<file path="src/rtl/pvt_ts_sequencer.sv">
// pvt_ts_sequencer
// Temperature/voltage path controller for a PVT sensor macro. Powers the
// macro up, waits a settle time, then round-robins over the enabled channels:
// for each one it drives that channel's select code, holds start-of-conversion
// for a fixed number of cycles, waits for end-of-conversion with a timeout,
// and streams the captured code out with its channel index. It also keeps
// sticky per-channel high/low threshold alarms and a sticky timeout flag.
//
// Ports:
//   i_clk, i_rst        clock, synchronous active-high reset
//   i_enable            run the sequencer
//   i_ch_mask           per-channel enable bits
//   i_ch_sel            per-channel select code, ch0 in the LSBs
//   i_thresh_hi/lo      alarm thresholds (strict compare)
//   i_alarm_clr         one-cycle clear of alarms and timeout flag
//   o_en_ts/o_soc_ts/o_sel_ts   macro enable / start / input select
//   i_eoc_ts/i_out_ts   macro end-of-conversion (synchronised) and result
//   o_result_valid/ch/data      one-cycle result strobe, channel, code
//   o_alarm_hi/lo       sticky threshold alarms per channel
//   o_timeout_err       sticky EOC timeout flag
//   o_busy              sequencer not idle
module pvt_ts_sequencer #(
    parameter int NUM_CH       = 4,
    parameter int DATA_W       = 12,
    parameter int SEL_W        = 4,
    parameter int SETTLE_CYC   = 16,
    parameter int SOC_HOLD_CYC = 8,
    parameter int TIMEOUT_CYC  = 4096,
    parameter int CH_IDX_W     = (NUM_CH > 1) ? $clog2(NUM_CH) : 1
) (
    input  logic                    i_clk,
    input  logic                    i_rst,
    input  logic                    i_enable,
    input  logic [NUM_CH-1:0]       i_ch_mask,
    input  logic [NUM_CH*SEL_W-1:0] i_ch_sel,
    input  logic [DATA_W-1:0]       i_thresh_hi,
    input  logic [DATA_W-1:0]       i_thresh_lo,
    input  logic                    i_alarm_clr,
    output logic                    o_en_ts,
    output logic                    o_soc_ts,
    output logic [SEL_W-1:0]        o_sel_ts,
    input  logic                    i_eoc_ts,
    input  logic [DATA_W-1:0]       i_out_ts,
    output logic                    o_result_valid,
    output logic [CH_IDX_W-1:0]     o_result_ch,
    output logic [DATA_W-1:0]       o_result_data,
    output logic [NUM_CH-1:0]       o_alarm_hi,
    output logic [NUM_CH-1:0]       o_alarm_lo,
    output logic                    o_timeout_err,
    output logic                    o_busy
);

    localparam logic [2:0] S_IDLE    = 3'd0;
    localparam logic [2:0] S_SETTLE  = 3'd1;
    localparam logic [2:0] S_SOC     = 3'd2;
    localparam logic [2:0] S_WAITEOC = 3'd3;
    localparam logic [2:0] S_CAPTURE = 3'd4;
    localparam logic [2:0] S_NEXT    = 3'd5;

    localparam int CNT_MAX0 = (SETTLE_CYC > SOC_HOLD_CYC) ? SETTLE_CYC : SOC_HOLD_CYC;
    localparam int CNT_MAX  = (CNT_MAX0 > TIMEOUT_CYC) ? CNT_MAX0 : TIMEOUT_CYC;
    localparam int CNT_W    = $clog2(CNT_MAX + 1);

    logic [2:0]          r_state;
    logic [CNT_W-1:0]    r_cnt;
    logic [CH_IDX_W-1:0] r_ch;
    logic [CH_IDX_W-1:0] r_ptr;
    logic                r_eoc_q;

    logic [2:0]          w_state_nxt;
    logic [CH_IDX_W-1:0] w_ch_inc;
    logic [CH_IDX_W-1:0] w_start;
    logic                w_found;
    logic [CH_IDX_W-1:0] w_found_ch;
    logic [SEL_W-1:0]    w_sel;
    logic                w_eoc_rise;
    logic                w_cnt_last;
    logic [NUM_CH-1:0]   w_ch_onehot;
    logic [NUM_CH-1:0]   w_hi_set;
    logic [NUM_CH-1:0]   w_lo_set;
    logic                w_to_set;

    assign w_ch_inc    = (r_ch == CH_IDX_W'(NUM_CH - 1)) ? '0 : r_ch + CH_IDX_W'(1);
    // SETTLE searches from the stored pointer; NEXT searches from the channel
    // after the one just converted, which is also what the pointer becomes.
    assign w_start     = (r_state == S_NEXT) ? w_ch_inc : r_ptr;
    assign w_sel       = i_ch_sel[w_found_ch*SEL_W +: SEL_W];
    // Edge only: a level already high before WAIT_EOC leaves r_eoc_q set.
    assign w_eoc_rise  = i_eoc_ts & ~r_eoc_q;
    assign w_cnt_last  = (r_cnt <= CNT_W'(1));
    assign w_ch_onehot = NUM_CH'(1) << r_ch;

    // First enabled channel at or after w_start, wrapping.
    always_comb begin
        w_found    = 1'b0;
        w_found_ch = '0;
        for (int i = 0; i < NUM_CH; i++) begin
            if (!w_found && i_ch_mask[(int'(w_start) + i) % NUM_CH]) begin
                w_found    = 1'b1;
                w_found_ch = CH_IDX_W'((int'(w_start) + i) % NUM_CH);
            end
        end
    end

    always_comb begin
        w_state_nxt = r_state;
        case (r_state)
            S_IDLE:    if (i_enable && (|i_ch_mask)) w_state_nxt = S_SETTLE;
            S_SETTLE:  if (w_cnt_last) w_state_nxt = w_found ? S_SOC : S_IDLE;
            S_SOC:     if (w_cnt_last) w_state_nxt = S_WAITEOC;
            S_WAITEOC: begin
                if (w_eoc_rise)      w_state_nxt = S_CAPTURE;
                else if (w_cnt_last) w_state_nxt = S_NEXT;
            end
            S_CAPTURE: w_state_nxt = S_NEXT;
            S_NEXT:    w_state_nxt = (!i_enable || !w_found) ? S_IDLE : S_SOC;
            default:   w_state_nxt = S_IDLE;
        endcase
    end

    // The captured code is already in o_result_data during CAPTURE.
    always_comb begin
        w_hi_set = '0;
        w_lo_set = '0;
        if (r_state == S_CAPTURE) begin
            if (o_result_data > i_thresh_hi) w_hi_set = w_ch_onehot;
            if (o_result_data < i_thresh_lo) w_lo_set = w_ch_onehot;
        end
    end

    assign w_to_set = (r_state == S_WAITEOC) && (w_state_nxt == S_NEXT);

    always_ff @(posedge i_clk) begin
        if (i_rst) begin
            r_state        <= S_IDLE;
            r_cnt          <= '0;
            r_ch           <= '0;
            r_ptr          <= '0;
            r_eoc_q        <= 1'b0;
            o_en_ts        <= 1'b0;
            o_soc_ts       <= 1'b0;
            o_sel_ts       <= '0;
            o_result_valid <= 1'b0;
            o_result_ch    <= '0;
            o_result_data  <= '0;
            o_alarm_hi     <= '0;
            o_alarm_lo     <= '0;
            o_timeout_err  <= 1'b0;
            o_busy         <= 1'b0;
        end else begin
            r_state        <= w_state_nxt;
            o_busy         <= (w_state_nxt != S_IDLE);
            r_eoc_q        <= i_eoc_ts;
            o_result_valid <= 1'b0;

            // Set wins over a coincident clear.
            o_alarm_hi    <= (o_alarm_hi & ~{NUM_CH{i_alarm_clr}}) | w_hi_set;
            o_alarm_lo    <= (o_alarm_lo & ~{NUM_CH{i_alarm_clr}}) | w_lo_set;
            o_timeout_err <= (o_timeout_err & ~i_alarm_clr) | w_to_set;

            case (r_state)
                S_IDLE: begin
                    if (w_state_nxt == S_SETTLE) begin
                        o_en_ts <= 1'b1;
                        r_cnt   <= CNT_W'(SETTLE_CYC);
                    end
                end
                S_SETTLE, S_NEXT: begin
                    if (r_state == S_NEXT) r_ptr <= w_ch_inc;
                    if (w_state_nxt == S_SOC) begin
                        r_ch     <= w_found_ch;
                        o_sel_ts <= w_sel;
                        o_soc_ts <= 1'b1;
                        r_cnt    <= CNT_W'(SOC_HOLD_CYC);
                    end else if (w_state_nxt == S_IDLE) begin
                        o_en_ts <= 1'b0;
                    end else begin
                        r_cnt <= r_cnt - CNT_W'(1);
                    end
                end
                S_SOC: begin
                    if (w_state_nxt == S_WAITEOC) begin
                        o_soc_ts <= 1'b0;
                        r_cnt    <= CNT_W'(TIMEOUT_CYC);
                    end else begin
                        r_cnt <= r_cnt - CNT_W'(1);
                    end
                end
                S_WAITEOC: begin
                    if (w_state_nxt == S_CAPTURE) begin
                        o_result_valid <= 1'b1;
                        o_result_data  <= i_out_ts;
                        o_result_ch    <= r_ch;
                    end else if (w_state_nxt == S_WAITEOC) begin
                        r_cnt <= r_cnt - CNT_W'(1);
                    end
                end
                default: ;
            endcase
        end
    end

endmodule

</file>
<file path="config.mk">
export PLATFORM = sky130hd
export DESIGN_NAME = pvt_ts_sequencer
export DESIGN_NICKNAME = d
export VERILOG_FILES = /design/src/rtl/pvt_ts_sequencer.sv
export SDC_FILE = /design/constraint.sdc
export NUM_CORES = 1
export LEC_CHECK = 0
export CAP_MARGIN = 20
export CELL_PAD_IN_SITES_DETAIL_PLACEMENT = 0
export CELL_PAD_IN_SITES_GLOBAL_PLACEMENT = 1
export CORE_MARGIN = 5
export CORE_UTILIZATION = 34
export CTS_BUF_LIST = sky130_fd_sc_hd__clkbuf_8 sky130_fd_sc_hd__clkbuf_16
export CTS_CLUSTER_SIZE = 24
export DETAILED_ROUTE_END_ITERATION = 16
export HOLD_SLACK_MARGIN = 0.05
export PLACE_DENSITY = 0.86
export SYNTH_ARGS = -nofsm -noshare
export SYNTH_HDL_FRONTEND = slang
export SYNTH_SLANG_ARGS = --single-unit
</file>
<file path="constraint.sdc">
create_clock -name i_clk -period 2.5 [get_ports i_clk]
set_clock_uncertainty 0.1 [all_clocks]
set_input_delay 0.5 -clock i_clk [delete_from_list [all_inputs] [get_ports i_clk]]
set_output_delay 0.5 -clock i_clk [all_outputs]
set_load 0.05 [all_outputs]
</file>
Word level (Yosys, flattened, before mapping)
Index checks and enable logic that the tools add are counted.
{"block": "word_totals", "register_bits": 52, "in_bits": 61, "out_inout_bits": 31}
{"block": "classes", "add_sub_neg": 5, "order_cmp": 7, "eq_ne": 19, "n_shift": 2, "n_mux": 48, "bitwise_logic": 14, "reduce_logical": 28}
{"cell": "two-way mux 13 bit", "n": 6}
{"cell": "case mux 13 bit (4 select lines)", "n": 1}
{"cell": "case mux 3 bit (6 select lines)", "n": 1}
{"cell": "two-way mux 1 bit", "n": 17}
{"cell": "two-way mux 2 bit", "n": 8}
{"cell": "two-way mux 4 bit", "n": 4}
{"cell": "variable part select 16 x 5 -> 4 bit", "n": 1}
{"cell": "two-way mux 3 bit", "n": 5}
{"cell": "<= comparator 13 x 1 -> 1 bit, second input constant", "n": 1}
{"cell": "subtractor 13 x 1 -> 13 bit, second input constant", "n": 1}
{"cell": "equality test 3 x 2 -> 1 bit, second input constant", "n": 4}
{"cell": "equality test 3 bit, second input constant", "n": 4}
{"cell": "greater-than comparator 12 bit", "n": 1}
{"cell": "< comparator 12 bit", "n": 1}
{"cell": "< comparator 3 x 4 -> 1 bit, second input constant", "n": 3}
{"cell": "!= test 2 bit, second input constant", "n": 6}
{"cell": "OR reduction 2 bit", "n": 5}
{"cell": "bitwise AND 4 bit", "n": 2}
{"cell": "binary-select mux 1 bit (select 2 bit)", "n": 4}
{"cell": "bitwise OR 4 bit", "n": 2}
{"cell": "equality test 3 x 1 -> 1 bit, second input constant", "n": 2}
{"cell": "zero test 3 bit", "n": 2}
{"cell": "logical AND 1 bit", "n": 5}
{"cell": "zero test 1 bit", "n": 5}
{"cell": "22 further kinds", "n": 32}

Logic depth before layout (Yosys ltp)
{"block": "depth", "word_depth": 25, "ltp_mapped": 10}

Worst setup path after synthesis
No wires, ideal clock.
{"block": "synth_timing", "kind": "register to register", "start": "reg r_ch[0]", "end": "reg o_sel_ts[2]", "setup_ps": 133, "arrival_time_ps": 1990, "slack_ps": 277, "stages_incl_launch_ff": 9, "n_path_buf": 0, "period_less_slack_ps": 2223, "path_cell_list": "dfxtp_1 inv_1 ha_1 or4_1 nand3_1 a21oi_1 a311oi_2 nand2b_1 o221ai_1"}
{"block": "synth_via", "elab_chain_len": 21, "elab_cells_between_ends": 41, "classes_between": "4 x add/sub; 2 x eq/ne; 1 x shift; 25 x mux; 9 x reduce/logical"}
{"element": "from (decl)", "line": "66", "source": "logic [CH_IDX_W-1:0] r_ch;"}
{"element": "from (signal assigned)", "line": "171", "source": "r_ch <= w_found_ch;"}
{"element": "adder 2 x 1 -> 2 bit or equality test 2 bit (tied branches)", "line": "83", "source": "assign w_ch_inc = (r_ch == CH_IDX_W'(NUM_CH - 1)) ? '0 : r_ch + CH_IDX_W'(1);"}
{"element": "two-way mux 2 bit *", "line": "83"}
{"element": "two-way mux 2 bit *"}
{"element": "adder 2 x 1 -> 2 bit or binary-select mux 1 bit (select 2 bit) (tied branches)", "line": "98, 100"}
{"element": "binary-select mux 1 bit (select 2 bit) or two-way mux 1 bit (tied branches)", "line": "98", "source": "if (!w_found && i_ch_mask[(int'(w_start) + i) % NUM_CH]) begin"}
{"element": "two-way mux 1 bit (implied by the code)", "line": "98"}
{"element": "two-way mux 1 bit (implied by the code) or zero test 1 bit (tied branches)", "line": "98"}
{"element": "logical AND 1 bit", "line": "98"}
{"element": "(+5 left out)"}
{"element": "logical AND 1 bit", "line": "98"}
{"element": "two-way mux 1 bit", "line": "98"}
{"element": "zero test 1 bit", "line": "116", "source": "S_NEXT: w_state_nxt = (!i_enable || !w_found) ? S_IDLE : S_SOC;"}
{"element": "logical OR 1 bit", "line": "116"}
{"element": "two-way mux 2 bit", "line": "116"}
{"element": "case mux 3 bit (6 select lines)", "line": "107", "source": "case (r_state)"}
{"element": "equality test 3 x 2 -> 1 bit", "line": "170", "source": "if (w_state_nxt == S_SOC) begin"}
{"element": "AND reduction 2 bit (no source line)"}
{"element": "to (signal assigned)", "line": "172", "source": "o_sel_ts <= w_sel;"}
{"element": "to (decl)", "line": "41", "source": "output logic [SEL_W-1:0] o_sel_ts,"}
Every way passes the cells marked *; elsewhere a longest branch is shown, timed or not. The select of a mux whose other input is x is not followed.
A chain may end at the register's enable or synchronous reset.

Worst setup path after layout
{"block": "layout_timing", "start": "in i_ch_mask[1]", "end": "reg r_cnt[4]"}
{"block": "layout_via", "elab_chain_len": 19, "elab_cells_between_ends": 43, "classes_between": "8 x eq/ne; 23 x mux; 12 x reduce/logical"}
{"element": "from (decl)", "line": "34", "source": "input logic [NUM_CH-1:0] i_ch_mask,"}
{"element": "binary-select mux 1 bit (select 2 bit)", "line": "98"}
{"element": "two-way mux 1 bit (implied by the code)", "line": "98"}
{"element": "two-way mux 1 bit", "line": "98"}
{"element": "zero test 1 bit", "line": "98"}
{"element": "logical AND 1 bit", "line": "98"}
{"element": "two-way mux 1 bit", "line": "98"}
{"element": "zero test 1 bit", "line": "98"}
{"element": "logical AND 1 bit", "line": "98"}
{"element": "(+3 left out)"}
{"element": "two-way mux 1 bit", "line": "98"}
{"element": "zero test 1 bit", "line": "116"}
{"element": "logical OR 1 bit", "line": "116"}
{"element": "two-way mux 2 bit", "line": "116"}
{"element": "case mux 3 bit (6 select lines) *", "line": "107"}
{"element": "equality test 3 x 2 -> 1 bit (tied with other cells)", "line": "170"}
{"element": "!= test 3 bit (no source line) (tied with other cells)"}
{"element": "AND reduction 5 bit (no source line) or case mux 13 bit (4 select lines) (tied branches)"}
{"element": "to (signal assigned)", "line": "174", "source": "r_cnt <= CNT_W'(SOC_HOLD_CYC);"}
{"element": "to (signal assigned)", "line": "178", "source": "r_cnt <= r_cnt - CNT_W'(1);"}
{"element": "to (signal assigned)", "line": "184", "source": "r_cnt <= CNT_W'(TIMEOUT_CYC);"}
{"element": "to (decl)", "line": "65", "source": "logic [CNT_W-1:0] r_cnt;"}
Marks and branches as above.

==> metrics.txt <==
clock slew at reported path FFs=0.10 ns; Compound-Gate Fraction of Synth Area=21.9%; routed vias=3,273; layout cells sized above 1=10.8%; Setup Buffers After CTS=0; clock share of power=11.7%; clk root buf=clkbuf_8; Seq pwr share=27.2%; Hold Slack=0.362 ns; internal power=0.00222 W; Final Cycle Share=94.9%; Synth Cell Area=3160 sq um; Skew-Pair Late Insertion Delay=0.31 ns; number of flops mapped to enable cells by yosys=0; WP data arrival=2.52 ns; I/O Buffers=91; asr flop ratio synth=0%; Crit. End Element=register; remaining antenna violation count=0; Yosys Warn Count=0; pwr/cell area=907 nW/um^2; clock buffer depth=2; Seq/Total Area, Yosys=33.0%; n_diodes=0; outcome=completed; CTS Hold Bufs=0; unrepaired setup endpoints after global routing=true; num ports=92; P_sw=0.00186 W; vias per cell=5.19; initial antenna violation count=0; share of the synthesized area in the top cell type=33.0%; fmax=422 MHz; detailed-placement wirelength estimate=7160 um; post-synthesis mux area share=4.20%; Post-synth top flop=dfxtp_1; Worst setup SP type=primary input; nets@finish=609; max_cap viols=0; Die Height=106 um; Max FO, Critical Path=5; FILL cells=882; most common cell after layout, fill and taps aside=clkdlybuf4s50_1; htree depth=2; Finished Layout Cells=631; Final Max Slew Viols=0; CP Data Required Time=2.64 ns; area grow syn2layout=42.6%; Slew headroom=60.5%; area leader, netlist=dfxtp_1; die width=106 um; Finish-stage setup viols=0; DR WL/cell=14.1 um; full die area=11,300 sq um; Placed Area=4390 sq um; largest net degree at the start of global routing=25; DRT iter0 DRCs=175; first-pass GRT wire length=14,700 um; critical path type=primary input to register; simple-gate share of the synthesized area=22.7%; combinational power share=61.2%; CTS sink cnt=52; Pleak=1.87 nW; gp weighted congestion=0.845; Yosys cell types=53; synthesized flop and latch total=52; Synth Area in Adders=11.5%; worst min path class=register to register; placed cells=623; Core Util, Final=49.2%; Cells after Synth=404; Total Wirelength=8920 um; Hold Fails Final Rpt=0; remaining global-route overflow=0; mean post-synth cell area=7.82 sq um; cts repair resizes=0; core outline area=9150 sq um; Initial Utilization=34.5%; CTS tree=yes; largest family of logic cells by synthesized area=simple AND/OR/NAND/NOR gates; Pre-antenna DRT Iters=4; Peak VDD IR=0.000903 V; Inserted Clock Buffers=5; cell row count=35; Synth Net Count=494; DRC errors left=0; vias in the first global route=3,143; Synth area leaders=dfxtp_1 (33%), ha_1 (11%), a21oi_1 (7.4%); Switching Share=45.5%; most frequent cells in the layout=clkdlybuf4s50_1 (91), nand2_1 (60), dfxtp_1 (52); worst slew pin tran=0.588 ns; Post-Synth XOR/XNOR Area=0%; crit path time final=2.37 ns; Design Area, Final=4500 sq um; Tot GR Track Use=15.5%
cell families after synthesis:
group,Yosys count
adders and majority gates,29
AOI/OAI and AO/OA,111
and+or+nand+nor,148
DFF,52
muxes,13
buffers and inverters,51
stage by stage:
| stage | power (W) | setup slack (ns) | setup TNS, ns |
|---|---|---|---|
| after floorplan | 0.00274 | 0.277 | 0 |
| after global placement | 0.00352 | -0.175 | -1.91 |
| after detailed placement | 0.00356 | -0.186 | -2.86 |
| after CTS | 0.00405 | 0.0684 | 0 |
| after global routing | 0.00443 | -0.00336 | -0.00470 |
| final | 0.00408 | 0.128 | 0 |
cell usage after synthesis, types with 3 or more instances:
cell type / count
a31oi_1: 4
mux2i_1: 11
nand3b_1: 8
dfxtp_1: 52
nand2_1: 60
buf_4: 3
nand3_1: 9
clkbuf_1: 11
nand2b_1: 3
inv_1: 34
ha_1: 29
nor3_1: 12
a21oi_1: 47
nor2_1: 30
a21o_1: 5
o21ai_1: 7
o31ai_1: 5
nor2b_1: 6
o21ai_0: 17
o221ai_1: 6
nand4_1: 5
sequential cells by signal, indices dropped and copies added, names as in the netlist, 2 cells and up:
register / count
o_sel_ts: 4
r_ptr: 2
o_result_ch: 2
r_ch: 2
r_cnt: 13
o_result_data: 12
o_alarm_hi: 4
r_state: 3
o_alarm_lo: 4
path summary, 6_finish.rpt:
| check | startpoint | endpoint | slack (ns) | depth (start not counted) |
|---|---|---|---|---|
| setup reg to reg | r_ch[0] | o_sel_ts[1] | 0.16 | 8 |
| hold / removal | o_result_ch[0] | o_result_ch[0] | 0.36 | 2 |
| setup / recovery | i_ch_mask[1] | r_cnt[4] | 0.13 | 8 |
| hold reg to reg | o_result_ch[0] | o_result_ch[0] | 0.36 | 2 |
metal layers:
layer	wire, um	GRT usage [%]	up-vias
met4	118	3.98	0
li1	-	-	1665
met2	4440	27.5	101
met1	3760	18.9	1497
met5	0	0	-
met3	597	3.34	10
worst max-delay path: stages:
cell and delay (ns):
clkdlybuf4s50_1 0.42, o41a_1 0.49, o21ai_2 0.15, o21ai_1 0.08, a211o_1 0.31, o32a_1 0.35, a2bb2oi_1 0.13, nor2_1 0.08
cell type report:
type	count	area (sq um)	area share (%)
well taps	111	139	3.08
repair buffers	125	1180	26.2
flip-flops and latches	52	1040	23.1
inverters	34	128	2.83
multi-input cells	301	1930	42.9
clock inverters	3	18.8	0.417
clock buffers	5	68.8	1.53
power groups by stage:
stage,sequential [W],clock (W),combinational [W]
finish,0.00111,0.000476,0.00250
detailed placement,0.00113,0,0.00243
global placement,0.00112,0,0.00240
floorplan,0.00128,0,0.00146
global route,0.00113,0.000522,0.00278
CTS,0.00111,0.000494,0.00244
(Power assumes the default switching activity.)
